==> src/rtl/reg_ram_pkg.sv <==
// Shared types and defaults for the parametrised register-file RAM.
// Optional build macro: REG_RAM_WRITE_FIRST_EN (see param_reg_ram).
package reg_ram_pkg;

    typedef enum logic {
        ST_CLEAR = 1'b0,
        ST_IDLE  = 1'b1
    } state_e;

    localparam int DATA_W_DEF = 4;
    localparam int ADDR_W_DEF = 2;

endpackage

==> src/rtl/reg_ram_clear_seq.sv <==
// Clear sequencer: walks every entry after reset or on request,
// issuing one CLEAR_VAL write strobe per cycle while busy.
import reg_ram_pkg::*;

module reg_ram_clear_seq #(
    parameter int ADDR_W = ADDR_W_DEF
) (
    input  logic              clk_i,
    input  logic              rst_n_i,
    input  logic              clr_i,
    output logic              busy_o,
    output logic              clr_we_o,
    output logic [ADDR_W-1:0] clr_addr_o,
    output logic              done_o
);

    localparam logic [ADDR_W-1:0] LAST = '1;

    state_e            state_q, state_d;
    logic [ADDR_W-1:0] idx_q, idx_d;

    always_comb begin
        state_d = state_q;
        idx_d   = idx_q;
        done_o  = 1'b0;
        unique case (state_q)
            ST_CLEAR: begin
                idx_d = idx_q + ADDR_W'(1);
                // terminal compare keeps the walk from leaving early
                if (idx_q == LAST) begin
                    done_o  = 1'b1;
                    state_d = ST_IDLE;
                    idx_d   = '0;
                end
            end
            ST_IDLE: begin
                if (clr_i) begin
                    state_d = ST_CLEAR;
                    idx_d   = '0;
                end
            end
            default: begin
                state_d = ST_CLEAR;
                idx_d   = '0;
            end
        endcase
    end

    always_ff @(posedge clk_i) begin
        if (!rst_n_i) begin
            state_q <= ST_CLEAR;
            idx_q   <= '0;
        end else begin
            state_q <= state_d;
            idx_q   <= idx_d;
        end
    end

    assign busy_o     = (state_q == ST_CLEAR);
    assign clr_we_o   = busy_o && rst_n_i;
    assign clr_addr_o = idx_q;

endmodule

==> src/rtl/param_reg_ram.sv <==
// DATA_W x 2**ADDR_W register RAM with registered read and clear sequencer.
// Define REG_RAM_WRITE_FIRST_EN for write-first same-address bypass.
import reg_ram_pkg::*;

module param_reg_ram #(
    parameter int              DATA_W    = DATA_W_DEF,
    parameter int              ADDR_W    = ADDR_W_DEF,
    parameter logic [DATA_W-1:0] CLEAR_VAL = '0
) (
    input  logic              clk,
    input  logic              rst_n,
    input  logic              we,
    input  logic [ADDR_W-1:0] waddr,
    input  logic [DATA_W-1:0] wdata,
    input  logic              re,
    input  logic [ADDR_W-1:0] raddr,
    input  logic              clr,
    output logic [DATA_W-1:0] rdata,
    output logic              rvalid,
    output logic              busy,
    output logic              clk_out
);

    localparam int              DEPTH = 1 << ADDR_W;
    localparam logic [ADDR_W-1:0] LAST  = '1;

    logic [DATA_W-1:0] mem_q [DEPTH];
    logic [DATA_W-1:0] rdata_q, rdata_d;
    logic              rvalid_q, rvalid_d;
    logic              seq_we, seq_done;
    logic [ADDR_W-1:0] seq_addr;
    logic              user_we, rd_en, bypass;

    reg_ram_clear_seq #(
        .ADDR_W (ADDR_W)
    ) u_clear_seq (
        .clk_i      (clk),
        .rst_n_i    (rst_n),
        .clr_i      (clr),
        .busy_o     (busy),
        .clr_we_o   (seq_we),
        .clr_addr_o (seq_addr),
        .done_o     (seq_done)
    );

    // a clear request drops a same-cycle user write
    assign user_we = rst_n && !busy && we && !clr;
    assign rd_en   = !busy && re;

`ifdef REG_RAM_WRITE_FIRST_EN
    assign bypass = user_we && (waddr == raddr);
`else
    assign bypass = 1'b0;
`endif

    always_comb begin
        rdata_d  = rdata_q;
        rvalid_d = rd_en;
        if (rd_en) begin
            rdata_d = bypass ? wdata : mem_q[raddr];
        end
    end

    always_ff @(posedge clk) begin
        if (!rst_n) begin
            rdata_q  <= '0;
            rvalid_q <= 1'b0;
        end else begin
            rdata_q  <= rdata_d;
            rvalid_q <= rvalid_d;
        end
    end

    always_ff @(posedge clk) begin
        if (seq_we) begin
            mem_q[seq_addr] <= CLEAR_VAL;
        end else if (user_we) begin
            mem_q[waddr] <= wdata;
        end
    end

    always_ff @(posedge clk) begin
        if (rst_n && seq_done) begin
            assert (seq_we && seq_addr == LAST);
        end
    end

    assign rdata   = rdata_q;
    assign rvalid  = rvalid_q;
    assign clk_out = clk;

endmodule

==> config.mk <==
export PLATFORM = sky130hd
export DESIGN_NAME = param_reg_ram
export DESIGN_NICKNAME = d
export VERILOG_FILES = /design/src/rtl/reg_ram_pkg.sv /design/src/rtl/reg_ram_clear_seq.sv /design/src/rtl/param_reg_ram.sv
export SDC_FILE = /design/constraint.sdc
export NUM_CORES = 1
export LEC_CHECK = 0
export ABC_AREA = 0
export CAP_MARGIN = 5
export CORE_UTILIZATION = 49
export CTS_CLUSTER_DIAMETER = 50
export CTS_CLUSTER_SIZE = 16
export DETAILED_ROUTE_END_ITERATION = 7
export PLACE_DENSITY = 0.76
export SLEW_MARGIN = 40
export SYNTH_ARGS = -nofsm -noshare
export SYNTH_HDL_FRONTEND = slang
export SYNTH_SLANG_ARGS = --single-unit
==> constraint.sdc <==
create_clock -name clk -period 1.94 [get_ports clk]
set_clock_uncertainty 0.1 [all_clocks]
set_input_delay 0.194 -clock clk [delete_from_list [all_inputs] [get_ports clk]]
set_output_delay 0.194 -clock clk [all_outputs]
set_load 0.05 [all_outputs]
# Word level (Yosys, flattened, before mapping)
# Memory sizes are Yosys's and may differ from the RTL's. A register that Yosys moved wholly into a read port is not among the register bits.
# Index checks and enable logic that the tools add are counted.
[totals] reg_bits=4 input_bits=13 n_memories=1 ram_bits=16 out_inout_bits=7 wordCells=30
[mem_list] memory="mem_q" depth=4 word_bits=4 read_ports=1 rd_clocked_by_memory_dff=1 wr=1 line="param_reg_ram.sv:27" rtl="logic [DATA_W-1:0] mem_q [DEPTH];"
[classes] n_eq_ne=2 n_reduce_logical=8 bitwise_logic=1 addsub=1 mux=14
[ops] cell="$mux W1" count=8
[ops] cell="$mux W2" count=3
[ops] cell="$logic_and A1 B1 Y1" count=5
[ops] cell="$mux W4" count=1
[ops] cell="$pmux W2 S2" count=1
[ops] cell="$reduce_or A4 Y1" count=1
[ops] cell="$add A2 B1 Y2 const B" count=1
[ops] cell="$eq A2 B2 Y1 const B" count=1
[ops] cell="$logic_not A1 Y1" count=2
[ops] cell="$ne A2 B2 Y1 const B" count=1
[ops] cell="$pmux W1 S2" count=1
[ops] cell="$not A1 Y1" count=1

# Logic depth before layout (Yosys ltp)
# Gate-level depths: netlist (run 1).
[depth] ltp_word=8 mapped_depth=4

# By module
# A second synthesis (run 1) with hierarchy kept.
[unflattened] cells_unflattened=77 area_unflattened_um2=1033.5
[by_module_without_submodules] mod="param_reg_ram" cells_each=62 area_per_inst_um2=892.1 seq_area_each_um2=580.6 n_inst=1
[by_module_without_submodules] mod="reg_ram_clear_seq" cells_each=15 area_per_inst_um2=141.4 seq_area_each_um2=60.1 n_inst=1

==> reports/results.ini, run 1 <==
[global_routing]
grt_pass1_vias=656
grt_overflow_total=0
grt_pass1_wl_um=2740
antenna_found_initial=0
grt_usage=0.190
grt_max_degree=15

[floorplan]
fp.dieW_um=47.9
num_rows=16
num_io_pins=20
chipHeight_um=47.9
core_area_um2=1960
start_util=0.526
dieArea_um2=2290

[finish]
drive_gt1_frac=0.181
design_area_um2=1340
regArea_um2=641
utilization=0.685
nFillCells=168
final_cell_mix=16 x edfxtp_1, 14 x clkdlybuf4s50_1, 9 x mux2i_1
final_common_cell=edfxtp_1
nets=120
n_antenna_cell=0
syn_to_final_growth_pct=30.2
multi_input_area_um2=348

[power]
pwr-share-seq=0.458
swShare=0.269
p_int_mw=0.956
power.total_mw=1.31
p_leak_nw=0.559
p_clk_frac=0.428
switchingPower_mw=0.352
ir_drop_mv=0.931
pwr-share-comb=0.115
power_density_nw_per_um2=974

[clock_network]
cts-hold-fix-buffers=0
clk_latency_ns=0.44
cts_tree=done
path_clk_slew_ns=0.13

[logic_synthesis]
async_flop_share=0
ys_seq_area_frac=0.621
synthCells=78
synthFlopType=edfxtp_1
synth_edf_count=16
synth_area_leaders=edfxtp_1 47%, dfxtp_1 16%, mux2i_1 8.7%
synth_fp_nets=92
yosys.area.top_type_share=0.465
syn-cell-area_um2=1030
synth_area_per_cell_um2=13.2
ys_seq_elements=24
yosysTopAreaCell=edfxtp_1
yosysUniqueCellTypes=28
ys_warn_count=0

[timing]
tightestPinTransition_ns=0.518
hold_ws_ns=0.362
hold_violations=0
setup_viol=0
rsz0062_at_grt=no
maxSlewHeadroom=0.654
drv_slew=0
timing.final.ws_setup_ns=0.0338

[routing]
routed_wirelength_um=1860
ant_nets=0
firstDrtPassIters=4
post_drt_wl_per_cell_um=14.1
drc=0
drt_iter0_markers=12
vias=712
viasPerCell=5.39

[setup_path]
critical_path_class=clk -> out
cp-start-kind=clock port
arrival_ns=1.61
end_kind=output pin
critPathRequiredTime_ns=1.65
crit_fanout=2

[placed_design]
detailed_place_hpwl_um=1410
gp_congestion=0.752
placedInstanceArea_um2=1260
port_buffers=19
dpl_worst_slack_ns=-0.0586

[status]
status=finished clean

[min_path]
hp-class=in -> reg

[job]
maxCapViolations=0

cells by family after synthesis:
kind of cell    count (synthesis)  synth area share
compound gates                  9            0.0667
fa+ha+maj                       1            0.0121
buf+inv                         7            0.0424
flops                          24             0.621
mux                            10             0.102
simple gates                   27             0.156
critical path, stage by stage:
cell and delay (ns):
clkbuf_4 0.11, clkbuf_4 0.12, dlygate4sd2_1 0.41
sequential cells by signal, indices dropped and copies added, names as in the netlist:
name,flops
mem_q,16
rdata,4
u_clear_seq.clr_addr_o,2
rvalid,1
u_clear_seq.state_q,1
area by class of cell:
| class | instances | share of cell area |
|---|---|---|
| clock buffers | 7 | 0.0400 |
| well taps | 27 | 0.0251 |
| repair buffers | 24 | 0.171 |
| flip-flops and latches | 24 | 0.477 |
| clock inverters | 1 | 0.0223 |
| inverters | 2 | 0.00559 |
| multi-input cells | 47 | 0.259 |
timing repair:
item | in CTS | in global routing
setup buffers | 0 | 0
endpoints found under the hold margin | 0 | 0
resized for setup | 1 | 3
endpoints found under the setup margin | 1 | 3
through the flow:
stage,TNS [ns],cells
after global placement,0,125
after detailed placement,-0.299,125
after global routing,0,132
after CTS,0,132
after floorplan,0,78
final,0,132
cell usage after synthesis (all sizes together), types with 2 or more instances:
cell type,n
o21ai,2
and4b,2
mux2i,9
nand3,4
and2,5
nand2,3
dfxtp,8
buf,5
nor2,6
edfxtp,16
o221ai,4
inv,2
layer usage:
| metal | wire length (µm) | up-vias | track usage |
|---|---|---|---|
| met5 | 0 | - | 0 |
| met4 | 55 | 0 | 0.144 |
| met3 | 68 | 8 | 0.0566 |
| met2 | 942 | 21 | 0.322 |
| met1 | 796 | 338 | 0.195 |
| li1 | - | 345 | - |
worst paths after layout:
check | start | endpoint | slack (ns) | depth (start not counted)
setup / recovery | clk | clk_out | 0.03 | 3
setup reg to reg | u_clear_seq.state_q$_SDFF_PN0_ | mem_q[0][3]$_DFFE_PP_ | 0.29 | 3
hold / removal | re | rvalid$_SDFF_PN0_ | 0.36 | 2
hold reg to reg | rdata[3]$_SDFFE_PN0P_ | rdata[3]$_SDFFE_PN0P_ | 0.41 | 2
power groups by stage:
stage          Sequential, mW  Clock, mW  Combinational (mW)
6_report                0.599      0.559               0.150
5_1_grt                 0.603      0.592               0.165
4_1_cts                 0.599      0.570               0.152
3_5_place_dp            0.611      0.119               0.151
3_3_place_gp            0.611      0.119               0.147
2_1_floorplan           0.616      0.111              0.0843
No activity file was read; power rests on OpenSTA's default activity.
==> run 2: changes to the inputs <==
- TNS_END_PERCENT: unset -> 1
==> results of run 2 <==
The final DEF is identical to that of run 1; final timing and power are the same.
==> run 3: changes to the inputs <==
- HOLD_SLACK_MARGIN: unset -> 0.12
- MAX_ROUTING_LAYER: unset -> met4
==> results of run 3 <==
The final DEF is identical to that of run 1; final timing and power are the same.
Main changes from that run: final weighted congestion in routability-driven placement 0.752 -> 0.762; via count of the first global-routing pass 656 -> 652; overall routing resource usage 0.190 -> 0.196
